[src/rtl/rota_pkg.sv]
// Shared constants and FSM state type for the route collector.
// Holds route width, counter width, state enum and default timeout.
package rota_pkg;

    localparam int ROTA_W  = 6;
    localparam int SAYAC_W = 3;
    localparam int ZAMAN_ASIMI_VARSAYILAN = 255;

    typedef enum logic [1:0] {
        BOS   = 2'd0,
        TOPLA = 2'd1,
        HAZIR = 2'd2
    } durum_t;

endpackage

[src/rtl/rota_kaydirici.sv]
// Route shift/count datapath: places each bit MSB-first, counts bits.
// Ports: clk, rst_n, temizle (clear), yukle (load), bit_deger -> rota, sayac.
module rota_kaydirici
    import rota_pkg::*;
(
    input  logic               clk,
    input  logic               rst_n,
    input  logic               temizle,
    input  logic               yukle,
    input  logic               bit_deger,
    output logic [ROTA_W-1:0]  rota,
    output logic [SAYAC_W-1:0] sayac
);

    // Bit lands at position 5-sayac; unused positions stay 0, so OR-in works.
    logic [ROTA_W-1:0] yeni_bit;
    assign yeni_bit = {bit_deger, {(ROTA_W-1){1'b0}}} >> sayac;

    always_ff @(posedge clk or negedge rst_n) begin
        if (!rst_n) begin
            rota  <= '0;
            sayac <= '0;
        end else if (temizle) begin
            rota  <= '0;
            sayac <= '0;
        end else if (yukle && (sayac < SAYAC_W'(ROTA_W))) begin
            rota  <= rota | yeni_bit;
            sayac <= sayac + SAYAC_W'(1);
        end
    end

endmodule

[src/rtl/rota_toplayici.sv]
// Serial route collector: gathers 6 bits, offers them with valid/accept.
// Ports: bit_gecerli/bit_deger/iptal in, rota/rota_gecerli/rota_al out,
// zaman_asimi pulse. Macro ROTA_ZAMAN_ASIMI_EN enables the idle timeout.
module rota_toplayici
    import rota_pkg::*;
#(
    parameter int ZAMAN_ASIMI = ZAMAN_ASIMI_VARSAYILAN
) (
    input  logic              clk,
    input  logic              rst_n,
    input  logic              bit_gecerli,
    input  logic              bit_deger,
    input  logic              iptal,
    output logic [ROTA_W-1:0] rota,
    output logic              rota_gecerli,
    input  logic              rota_al,
    output logic              zaman_asimi
);

    durum_t             durum;
    logic [SAYAC_W-1:0] sayac;
    logic               aktarim;
    logic               yukle;
    logic               temizle;
    logic               zaman_doldu;

    assign aktarim = rota_gecerli && rota_al;

    // iptal beats a same-cycle bit while collecting
    assign yukle = bit_gecerli &&
                   ((durum == BOS) || ((durum == TOPLA) && !iptal));

    assign temizle = ((durum == TOPLA) && iptal) ||
                     ((durum == HAZIR) && aktarim) ||
                     zaman_doldu;

`ifdef ROTA_ZAMAN_ASIMI_EN
    logic [7:0] bos_sayac;

    assign zaman_doldu = (durum == TOPLA) && !iptal && !bit_gecerli &&
                         (bos_sayac == 8'(ZAMAN_ASIMI - 1));

    always_ff @(posedge clk or negedge rst_n) begin
        if (!rst_n) begin
            bos_sayac   <= '0;
            zaman_asimi <= 1'b0;
        end else begin
            zaman_asimi <= zaman_doldu;
            if ((durum != TOPLA) || yukle || zaman_doldu)
                bos_sayac <= '0;
            else
                bos_sayac <= bos_sayac + 8'd1;
        end
    end
`else
    assign zaman_doldu = 1'b0;
    assign zaman_asimi = 1'b0;
`endif

    always_ff @(posedge clk or negedge rst_n) begin
        if (!rst_n) begin
            durum        <= BOS;
            rota_gecerli <= 1'b0;
        end else begin
            unique case (durum)
                BOS: begin
                    if (bit_gecerli)
                        durum <= TOPLA;
                end
                TOPLA: begin
                    if (iptal || zaman_doldu) begin
                        durum <= BOS;
                    end else if (bit_gecerli &&
                                 (sayac == SAYAC_W'(ROTA_W - 1))) begin
                        durum        <= HAZIR;
                        rota_gecerli <= 1'b1;
                    end
                end
                HAZIR: begin
                    if (aktarim) begin
                        durum        <= BOS;
                        rota_gecerli <= 1'b0;
                    end
                end
                default: begin
                    durum        <= BOS;
                    rota_gecerli <= 1'b0;
                end
            endcase
        end
    end

    rota_kaydirici u_kaydirici (
        .clk       (clk),
        .rst_n     (rst_n),
        .temizle   (temizle),
        .yukle     (yukle),
        .bit_deger (bit_deger),
        .rota      (rota),
        .sayac     (sayac)
    );

endmodule

[config.mk]
export PLATFORM = sky130hd
export DESIGN_NAME = rota_toplayici
export DESIGN_NICKNAME = d
export VERILOG_FILES = /design/src/rtl/rota_pkg.sv /design/src/rtl/rota_kaydirici.sv /design/src/rtl/rota_toplayici.sv
export SDC_FILE = /design/constraint.sdc
export NUM_CORES = 1
export LEC_CHECK = 0
export CORE_MARGIN = 10
export CORE_UTILIZATION = 47
export DETAILED_ROUTE_END_ITERATION = 10
export HOLD_SLACK_MARGIN = 0.02
export MAX_ROUTING_LAYER = met4
export PLACE_DENSITY = 0.75
export SETUP_SLACK_MARGIN = 0.4
export SLEW_MARGIN = 30
export SYNTH_ARGS = -nofsm -noshare
export SYNTH_HDL_FRONTEND = slang
export SYNTH_SLANG_ARGS = --single-unit
[constraint.sdc]
create_clock -name clk -period 1.6 [get_ports clk]
set_input_delay 0.32 -clock clk [delete_from_list [all_inputs] [get_ports clk]]
set_output_delay 0.32 -clock clk [all_outputs]
set_load 0.05 [all_outputs]
==> flow_metrics.env, run 1 <==
export IMPL_cts_tree="built"
export IMPL_cts_max_path_buffers=2
export IMPL_num_vias=540
export IMPL_crit_type="reg -> reg"
export IMPL_synth_top_family_by_area="simple AND/OR/NAND/NOR gates"
export IMPL_final_util_pct=74.4
export IMPL_layout_commonest_cell="buf_4"
export IMPL_grt_use_total_pct=10.1
export IMPL_clock_skew_ns=0.000405
export IMPL_numClockSinks=12
export IMPL_wl_mm=1.61
export IMPL_grt_remaining_overflow=0
export IMPL_fin_tns_setup_ns=0
export IMPL_worst_setup_path_end_kind="flop"
export IMPL_place_gp_congestion=0.756
export IMPL_syn_area_per_cell_sq_um=10.6
export IMPL_ys_ff_latch=12
export IMPL_hold_buffers=0
export IMPL_setup_viol=0
export IMPL_core_area_sq_um=1300
export IMPL_n_antenna_cell=0
export IMPL_max_freq_mhz=811
export IMPL_path_max_fanout=3
export IMPL_ios=14
export IMPL_drive_gt1_share_pct=54.2
export IMPL_die_height_um=57.1
export IMPL_yosys_warnings=0
export IMPL_hold_path_class="in -> async"
export IMPL_wl_per_cell_um=16.4
export IMPL_final_antenna_net_count=0
export IMPL_numCtsBuffers=3
export IMPL_status="completed"
export IMPL_synth_compound_area_share_pct=20.8
export IMPL_cp_cell_sequence="nand2b_4 > a221oi_4 > nand2_1 > mux2i_1"
export IMPL_synth_xor_xnor_area_share_pct=0
export IMPL_synth_fp_nets=69
export IMPL_layout_common_cells="10 x buf_4, 7 x nand2_1, 6 x dfrtp_2, 6 x dfrtp_1"
export IMPL_whs_ns=0.348
export IMPL_netlist_cell_type_count=25
export IMPL_cp_slowest_cell="dfrtp_2"
export IMPL_powerDensity_nw_per_um2=1650
export IMPL_drc=0
export IMPL_required_ns=1.75
export IMPL_synth_cells=61
export IMPL_crit_path_max_incr_delay_ns=0.43
export IMPL_grt_max_degree=13
export IMPL_clk_pin_slew_worst_paths_ns=0.08
export IMPL_drt_iter0_drc=10
export IMPL_synthSimpleGateAreaFrac_pct=23.0
export IMPL_leakagePower_nw=0.449
export IMPL_placementRows=13
export IMPL_insertion_delay_ns=0.27
export IMPL_cts_root_buf="clkbuf_4"
export IMPL_dr_pass1_iters=3
export IMPL_hold_violations=0
export IMPL_crit_arrival_ns=1.38
export IMPL_rsz0062_at_grt="yes"
export IMPL_portBuffers=12
export IMPL_fill_cells=104
export IMPL_finalNetCount=92
export IMPL_area_delta_synth_final_pct=49.4
export IMPL_htree_num_levels=1
export IMPL_initial_core_util_pct=49.8
export IMPL_synth_seq_area_share_pct=46.3
export IMPL_slew_viol_final=0
export IMPL_die_w_um=57.1
export IMPL_cap_viol_max_count=0
export IMPL_critPathLaunchType="flop"
export IMPL_period_share_pct=77.1
export IMPL_antenna_found_initial=0
export IMPL_dieArea_sq_um=3260
export IMPL_grt_pass1_vias=587
export IMPL_synthAdderAreaFrac_pct=3.86
export IMPL_vdd_drop_max_uv=1160
export IMPL_grt_pass1_wl_mm=2.61
export IMPL_period_needed_ns=1.23
export IMPL_dp_hpwl_mm=1.10
export IMPL_synthMuxAreaShare_pct=1.54
export IMPL_vias_per_cell=5.51
export IMPL_synthesis_area_sq_um=648
[cell usage after synthesis]
master     n  area share, %
a21oi_1    3            2.3
a221o_2    1            1.7
a221oi_4   1            4.1
a22o_1     1            1.4
a31oi_1    1           0.97
a41oi_1    2            2.7
buf_4      1            1.2
clkbuf_2   2            1.5
conb_1     1           0.58
dfrtp_1   12             46
ha_1       2            3.9
inv_1      2            1.2
mux2i_1    1            1.5
nand2_1    7            4.1
nand2_2    1           0.97
nand2b_1   2            1.9
nand2b_4   2            4.2
nand3_1    3            2.3
nor2_1     5            2.9
nor2b_1    3            2.9
nor4b_4    1            3.7
o21ai_0    1           0.77
o21ai_1    3            2.3
o22a_4     1            2.7
o22ai_1    2            1.9
[worst paths after layout]
check	start	cells past startpoint	end	slack [ns]
worst max-delay path	durum[1]	4	u_kaydirici.sayac[2]	0.37
worst min-delay path	rst_n	2	durum[0]	0.35
worst max register to register	durum[1]	4	u_kaydirici.sayac[2]	0.37
worst min register to register	u_kaydirici.rota[3]	2	u_kaydirici.rota[3]	0.52
max in group asynchronous	rst_n	2	durum[1]	1.08
min in group clk	rota_al	2	rota_gecerli	0.43
[metal layers]
metal,wire [um],vias up,share of wire [%],global-route usage (%)
li1,-,259,-,-
met1,670,265,42,11.5
met2,791,12,49,15.8
met3,125,4,7.8,3.54
met4,22,0,1.4,4.03
met5,0,-,0,-
[final cells by class]
cell class,count,area (sq um),area share (%)
Clock buffer,4,36.3,3.75
Tap cell,15,18.8,1.94
Sequential cell,12,308,31.8
Inverter,2,7.51,0.775
Multi-Input combinational cell,44,398,41.1
Timing Repair Buffer,21,200,20.7
[through the flow]
step / total power [mW] / setup WS [ns] / instances / cell area [sq um]
after floorplan: 1.02 / 0.402 / 61 / 683
after global placement: 1.18 / 0.00922 / 88 / 813
after detailed placement: 1.19 / -0.0164 / 88 / 813
after CTS: 1.47 / 0.359 / 97 / 888
after global routing: 1.69 / 0.304 / 98 / 968
final: 1.59 / 0.366 / 98 / 968
[worst max-delay path, delay by kind of cell, from the launching register on]
family / cells / cell delay (ns)
DFF: 1 / 0.43
muxes: 1 / 0.13
AOI/OAI and AO/OA: 1 / 0.26
and+or+nand+nor: 2 / 0.29
[report_power, final]
part | switching [mW] | internal [mW] | total [mW]
clock network | 0.106 | 0.138 | 0.244
logic | 0.438 | 0.335 | 0.773
registers | 0.167 | 0.410 | 0.577
total | 0.711 | 0.883 | 1.59
[flip-flops by register name, summed over array words and instances, names as in the netlist]
register and cells:
durum 2, rota_gecerli 1, u_kaydirici.rota 6, u_kaydirici.sayac 3
[kinds of logic (layout without fill, tap and decap cells)]
group,count (synthesis),after routing
buffers and inverters,5,27
other,1,1
adders and majority gates,2,2
AOI/OAI and AO/OA,16,16
muxes,1,1
and+or+nand+nor,24,24
DFF,12,12
[repair_timing]
item,4_1_cts,5_1_grt
gates cloned,0,0
gates resized for setup,7,16
pin swaps,2,9
setup buffers,5,1
endpoints found under the setup margin,12,16
(Power assumes the default switching activity.)
==> run 2: changes to the inputs <==
CORE_UTILIZATION = 43   (was 47)
PLACE_DENSITY = 0.72   (was 0.75)
clock period = 1 ns   (was 1.6 ns; I/O delays follow)
==> flow_metrics.env, run 2 (synthesis results as in run 1) <==
export IMPL_status="complete, but fails checks"
export IMPL_violations="negative setup slack"
export IMPL_cp_slowest_cell="dfrtp_2"
export IMPL_vias_per_cell=5.31
export IMPL_insertion_delay_ns=0.28
export IMPL_initial_core_util_pct=47.4
export IMPL_max_freq_mhz=805
export IMPL_required_ns=1.17
export IMPL_hold_path_class="in -> async"
export IMPL_grt_pass1_wl_mm=2.82
export IMPL_pre_cts_slack_ns=-0.488
export IMPL_place_gp_congestion=0.831
export IMPL_crit_path_max_incr_delay_ns=0.47
export IMPL_finalNetCount=100
export IMPL_vdd_drop_max_uv=1660
export IMPL_clk_pin_slew_worst_paths_ns=0.08
export IMPL_largest_reg_flops=6
export IMPL_powerDensity_nw_per_um2=2590
export IMPL_cp_cell_sequence="nand2b_4 > o22a_4 > a22o_1"
export IMPL_crit_type="reg -> reg"
export IMPL_grt_pass1_vias=615
export IMPL_die_w_um=58.8
export IMPL_cts_max_path_buffers=2
export IMPL_die_height_um=58.8
export IMPL_grt_use_total_pct=10.6
export IMPL_clock_skew_ns=0.00661
export IMPL_reg2reg_depth=3
export IMPL_dr_pass1_iters=4
export IMPL_area_delta_synth_final_pct=71.8
export IMPL_dieArea_sq_um=3460
export IMPL_leakagePower_nw=0.494
export IMPL_grt_remaining_overflow=0
export IMPL_final_antenna_net_count=0
export IMPL_layout_common_cells="15 x buf_4, 9 x dfrtp_2, 7 x buf_12"
export IMPL_antenna_found_initial=0
export IMPL_top_register="u_kaydirici.rota"
export IMPL_final_cell_area_sq_um=1110
export IMPL_n_antenna_cell=0
export IMPL_cts_root_buf="clkbuf_4"
export IMPL_worst_setup_path_end_kind="flop"
export IMPL_period_share_pct=124
export IMPL_placedCellCount=98
export IMPL_num_vias=563
export IMPL_rsz0062_at_grt="yes"
export IMPL_r2r_end="u_kaydirici.rota[4]"
export IMPL_core_area_sq_um=1370
export IMPL_critPathLaunchType="flop"
export IMPL_r2r_start="durum[0]"
export IMPL_fill_cells=69
export IMPL_period_needed_ns=1.24
export IMPL_drc=0
export IMPL_dpl_cell_area_sq_um=973
export IMPL_fin_tns_setup_ns=-2.75
export IMPL_numCtsBuffers=3
export IMPL_wl_mm=1.72
export IMPL_drive_gt1_share_pct=64.8
export IMPL_fin_ws_ns=-0.242
export IMPL_setup_viol=19
export IMPL_ios=14
export IMPL_cts_tree="built"
export IMPL_power_total_mw=2.89
export IMPL_path_max_fanout=7
export IMPL_reg_largest_list="u_kaydirici.rota (6), u_kaydirici.sayac (3), durum (2)"
export IMPL_layout_commonest_cell="buf_4"
export IMPL_htree_num_levels=1
export IMPL_numClockSinks=12
export IMPL_portBuffers=12
export IMPL_crit_arrival_ns=1.41
export IMPL_placementRows=13
export IMPL_hold_violations=0
export IMPL_stdcell_count=106
export IMPL_rrSetupSlack_ns=-0.24
export IMPL_drt_iter0_drc=10
export IMPL_hold_buffers=0
export IMPL_grt_max_degree=13
export IMPL_wl_per_cell_um=16.3
export IMPL_slew_viol_final=0
export IMPL_dp_hpwl_mm=1.15
export IMPL_cap_viol_max_count=0
[run 2: cell count changes in the layout (fill, tap and decap cells not counted), sizes merged]
cell / previous run / this run
buf: 16 / 24
clkdlybuf4s50: 1 / 5
dlygate4sd2: 3 / 0
dlymetal6s2s: 1 / 0
[run 2: what timing repair did]
action                                  in CTS  in global routing
endpoints found under the setup margin      19                 19
buffers inserted                             4                  0
gates resized for setup                     10                  8
pin swaps                                    5                  5
[run 2: critical path: cells and delay by family, from the launching register on]
| family | cells | cell delay, ns |
|---|---|---|
| AO/OA/AOI/OAI | 2 | 0.48 |
| flip-flops | 1 | 0.47 |
| AND/OR/NAND/NOR | 1 | 0.18 |
[run 2: how the worst max path moves through the flow]
stage,end,depth (start not counted),from,slack (ns)
final,u_kaydirici.rota[4],3,durum[0],-0.24
after global routing,u_kaydirici.rota[0],4,durum[1],-0.33
after CTS,u_kaydirici.rota[4],3,durum[0],-0.21
after detailed placement,u_kaydirici.rota[4],4,iptal,-0.49
after global placement,u_kaydirici.rota[4],4,iptal,-0.47
after floorplan,u_kaydirici.sayac[0],4,durum[1],-0.19
[run 2: per-layer routing]
layer	wire, um	GRT usage, %
met3	87	3.65
met4	21	3.93
met2	863	16.2
met1	750	12.4
met5	0	-
[run 2: final cells by class]
type                            count  area, sq um  share of cell area [%]
Inverter                            2         10.0                   0.899
Sequential cell                    12          312                    28.0
Multi-Input combinational cell     44          412                    37.0
Tap cell                           15         18.8                    1.69
Timing Repair Buffer               29          325                    29.2
Clock buffer                        4         36.3                    3.26
[run 2: power breakdown]
group	total, mW	internal (mW)	switching [mW]	leakage [nW]
combinational	1.58	0.806	0.772	0.330
sequential	0.919	0.664	0.255	0.142
clock	0.390	0.221	0.168	0.0210
[run 2: per-stage QoR]
| stage | utilization, % | hold WS, ns |
|---|---|---|
| CTS | 78.7 | 0.240 |
| global placement | 71.2 | 0.520 |
| floorplan | - | -0.0956 |
| detailed placement | 71.2 | 0.529 |
| finish | 81.5 | 0.230 |
| global route | 81.5 | 0.261 |
==> run 3: changes to the inputs <==
CELL_PAD_IN_SITES_DETAIL_PLACEMENT = 1   (was default)
CELL_PAD_IN_SITES_GLOBAL_PLACEMENT = 2   (was default)
CORE_UTILIZATION = 29   (was 43)
CTS_BUF_LIST = sky130_fd_sc_hd__clkbuf_2   (was default)
PLACE_DENSITY = default   (was 0.72)
PLACE_DENSITY_LB_ADDON = 0.1   (was default)
SLEW_MARGIN = 20   (was 30)
==> flow_metrics.env, run 3 (synthesis results as in run 1) <==
export IMPL_status="complete, but fails checks"
export IMPL_violations="negative setup slack"
export IMPL_n_antenna_cell=0
export IMPL_clock_skew_ns=0.00892
export IMPL_insertion_delay_ns=0.27
export IMPL_final_cell_area_sq_um=1050
export IMPL_die_w_um=67.3
export IMPL_grt_pass1_wl_mm=2.95
export IMPL_clk_pin_slew_worst_paths_ns=0.13
export IMPL_setup_viol=19
export IMPL_powerDensity_nw_per_um2=2510
export IMPL_p_switching_mw=1.12
export IMPL_switching_share_pct=42.7
export IMPL_slew_viol_final=0
export IMPL_cts_max_path_buffers=2
export IMPL_portBuffers=12
export IMPL_layout_common_cells="15 x buf_4, 8 x dfrtp_2, 7 x nand2_1, 7 x buf_12"
export IMPL_path_max_fanout=7
export IMPL_antenna_found_initial=0
export IMPL_num_vias=569
export IMPL_max_freq_mhz=816
export IMPL_initial_core_util_pct=29.9
export IMPL_worst_setup_path_end_kind="flop"
export IMPL_largest_reg_flops=6
export IMPL_place_gp_congestion=0.680
export IMPL_rsz0062_at_grt="yes"
export IMPL_crit_arrival_ns=1.40
export IMPL_ios=14
export IMPL_intPower_mw=1.50
export IMPL_top_register="u_kaydirici.rota"
export IMPL_critPathLaunchType="flop"
export IMPL_dieArea_sq_um=4530
export IMPL_final_antenna_net_count=0
export IMPL_dr_pass1_iters=2
export IMPL_hold_violations=0
export IMPL_power_total_mw=2.62
export IMPL_htree_num_levels=1
export IMPL_grt_use_total_pct=8.85
export IMPL_grt_pass1_vias=635
export IMPL_crit_type="reg -> reg"
export IMPL_drc=0
export IMPL_die_height_um=67.3
export IMPL_numClockSinks=12
export IMPL_dpl_cell_area_sq_um=990
export IMPL_grt_remaining_overflow=0
export IMPL_cap_viol_max_count=0
export IMPL_placementRows=17
export IMPL_cts_root_buf="clkbuf_2"
export IMPL_fin_ws_ns=-0.225
export IMPL_cts_tree="built"
export IMPL_p_clk_share_pct=9.7
export IMPL_core_area_sq_um=2170
export IMPL_finalNetCount=99
export IMPL_required_ns=1.18
export IMPL_numCtsBuffers=3
export IMPL_layout_commonest_cell="buf_4"
export IMPL_reg_largest_list="u_kaydirici.rota (6), u_kaydirici.sayac (3), durum (2)"
export IMPL_fin_tns_setup_ns=-2.69
export IMPL_hold_buffers=0
export IMPL_vdd_drop_max_uv=1960
export IMPL_drt_iter0_drc=11
export IMPL_area_delta_synth_final_pct=61.4
export IMPL_wl_per_cell_um=14.2
export IMPL_p_seq_share_pct=34.1
export IMPL_combPwrFrac_pct=56.2
export IMPL_leakagePower_nw=0.462
export IMPL_wl_mm=1.68
export IMPL_vias_per_cell=4.82
export IMPL_period_share_pct=122
export IMPL_dp_hpwl_mm=1.37
export IMPL_hold_path_class="in -> async"
export IMPL_grt_max_degree=13
export IMPL_drive_gt1_share_pct=52.2
export IMPL_final_util_pct=48.2
export IMPL_period_needed_ns=1.22
==> run 3: cell type report <==
cell class	instances	area [sq um]
Tap cell	28	35.0
Fill cell	250	1120
Clock buffer	3	15.0
Timing Repair Buffer	28	314
Inverter	2	10.0
Clock inverter	1	3.75
Multi-Input combinational cell	44	358
Sequential cell	12	310
==> run 3: path summary, 6_finish.rpt <==
check,from,end,slack [ns],cells after the start
worst max register to register,durum[0],u_kaydirici.rota[4],-0.22,3
worst max-delay path,durum[0],u_kaydirici.rota[4],-0.22,3
min in group clk,u_kaydirici.rota[3],u_kaydirici.rota[3],0.55,2
worst min-delay path,rst_n,u_kaydirici.rota[4],0.21,2
max in group asynchronous,rst_n,u_kaydirici.rota[3],0.61,2
worst min register to register,u_kaydirici.rota[3],u_kaydirici.rota[3],0.55,2
==> run 3: repair_timing <==
action                     4_1_cts  5_1_grt
setup endpoints to repair       19       19
pin swaps                        2        0
resized for setup                4        0
buffers inserted                 3        0
==> run 3: through the flow <==
stage,worst slack (ns),cells,hold WS [ns]
2_1_floorplan,-0.193,61,-0.0956
3_3_place_gp,-0.481,111,0.524
3_5_place_dp,-0.531,111,0.525
4_1_cts,-0.236,118,0.208
5_1_grt,-0.337,118,0.218
6_report,-0.225,118,0.215
==> run 3: power groups by stage <==
stage	Sequential [mW]	Clock (mW)	Combinational (mW)
2_1_floorplan	1.10	0	0.554
3_3_place_gp	0.913	0	1.45
3_5_place_dp	0.909	0	1.46
4_1_cts	0.902	0.272	1.50
5_1_grt	0.927	0.294	1.59
6_report	0.895	0.254	1.47
==> run 3: layer usage <==
| metal | vias up | global-route usage [%] | part of all wire (%) |
|---|---|---|---|
| met5 | - | - | 0 |
| met4 | 0 | 4.62 | 2.0 |
| met3 | 5 | 3.47 | 6.8 |
| met2 | 12 | 15.3 | 52 |
| met1 | 279 | 8.36 | 39 |
| li1 | 273 | - | - |
==> run 3: critical path, cell delays in order, from the launching register on <==
cell and delay [ns]:
dfrtp_2 0.49, nand2b_4 0.17, o22a_4 0.25, a22o_1 0.23
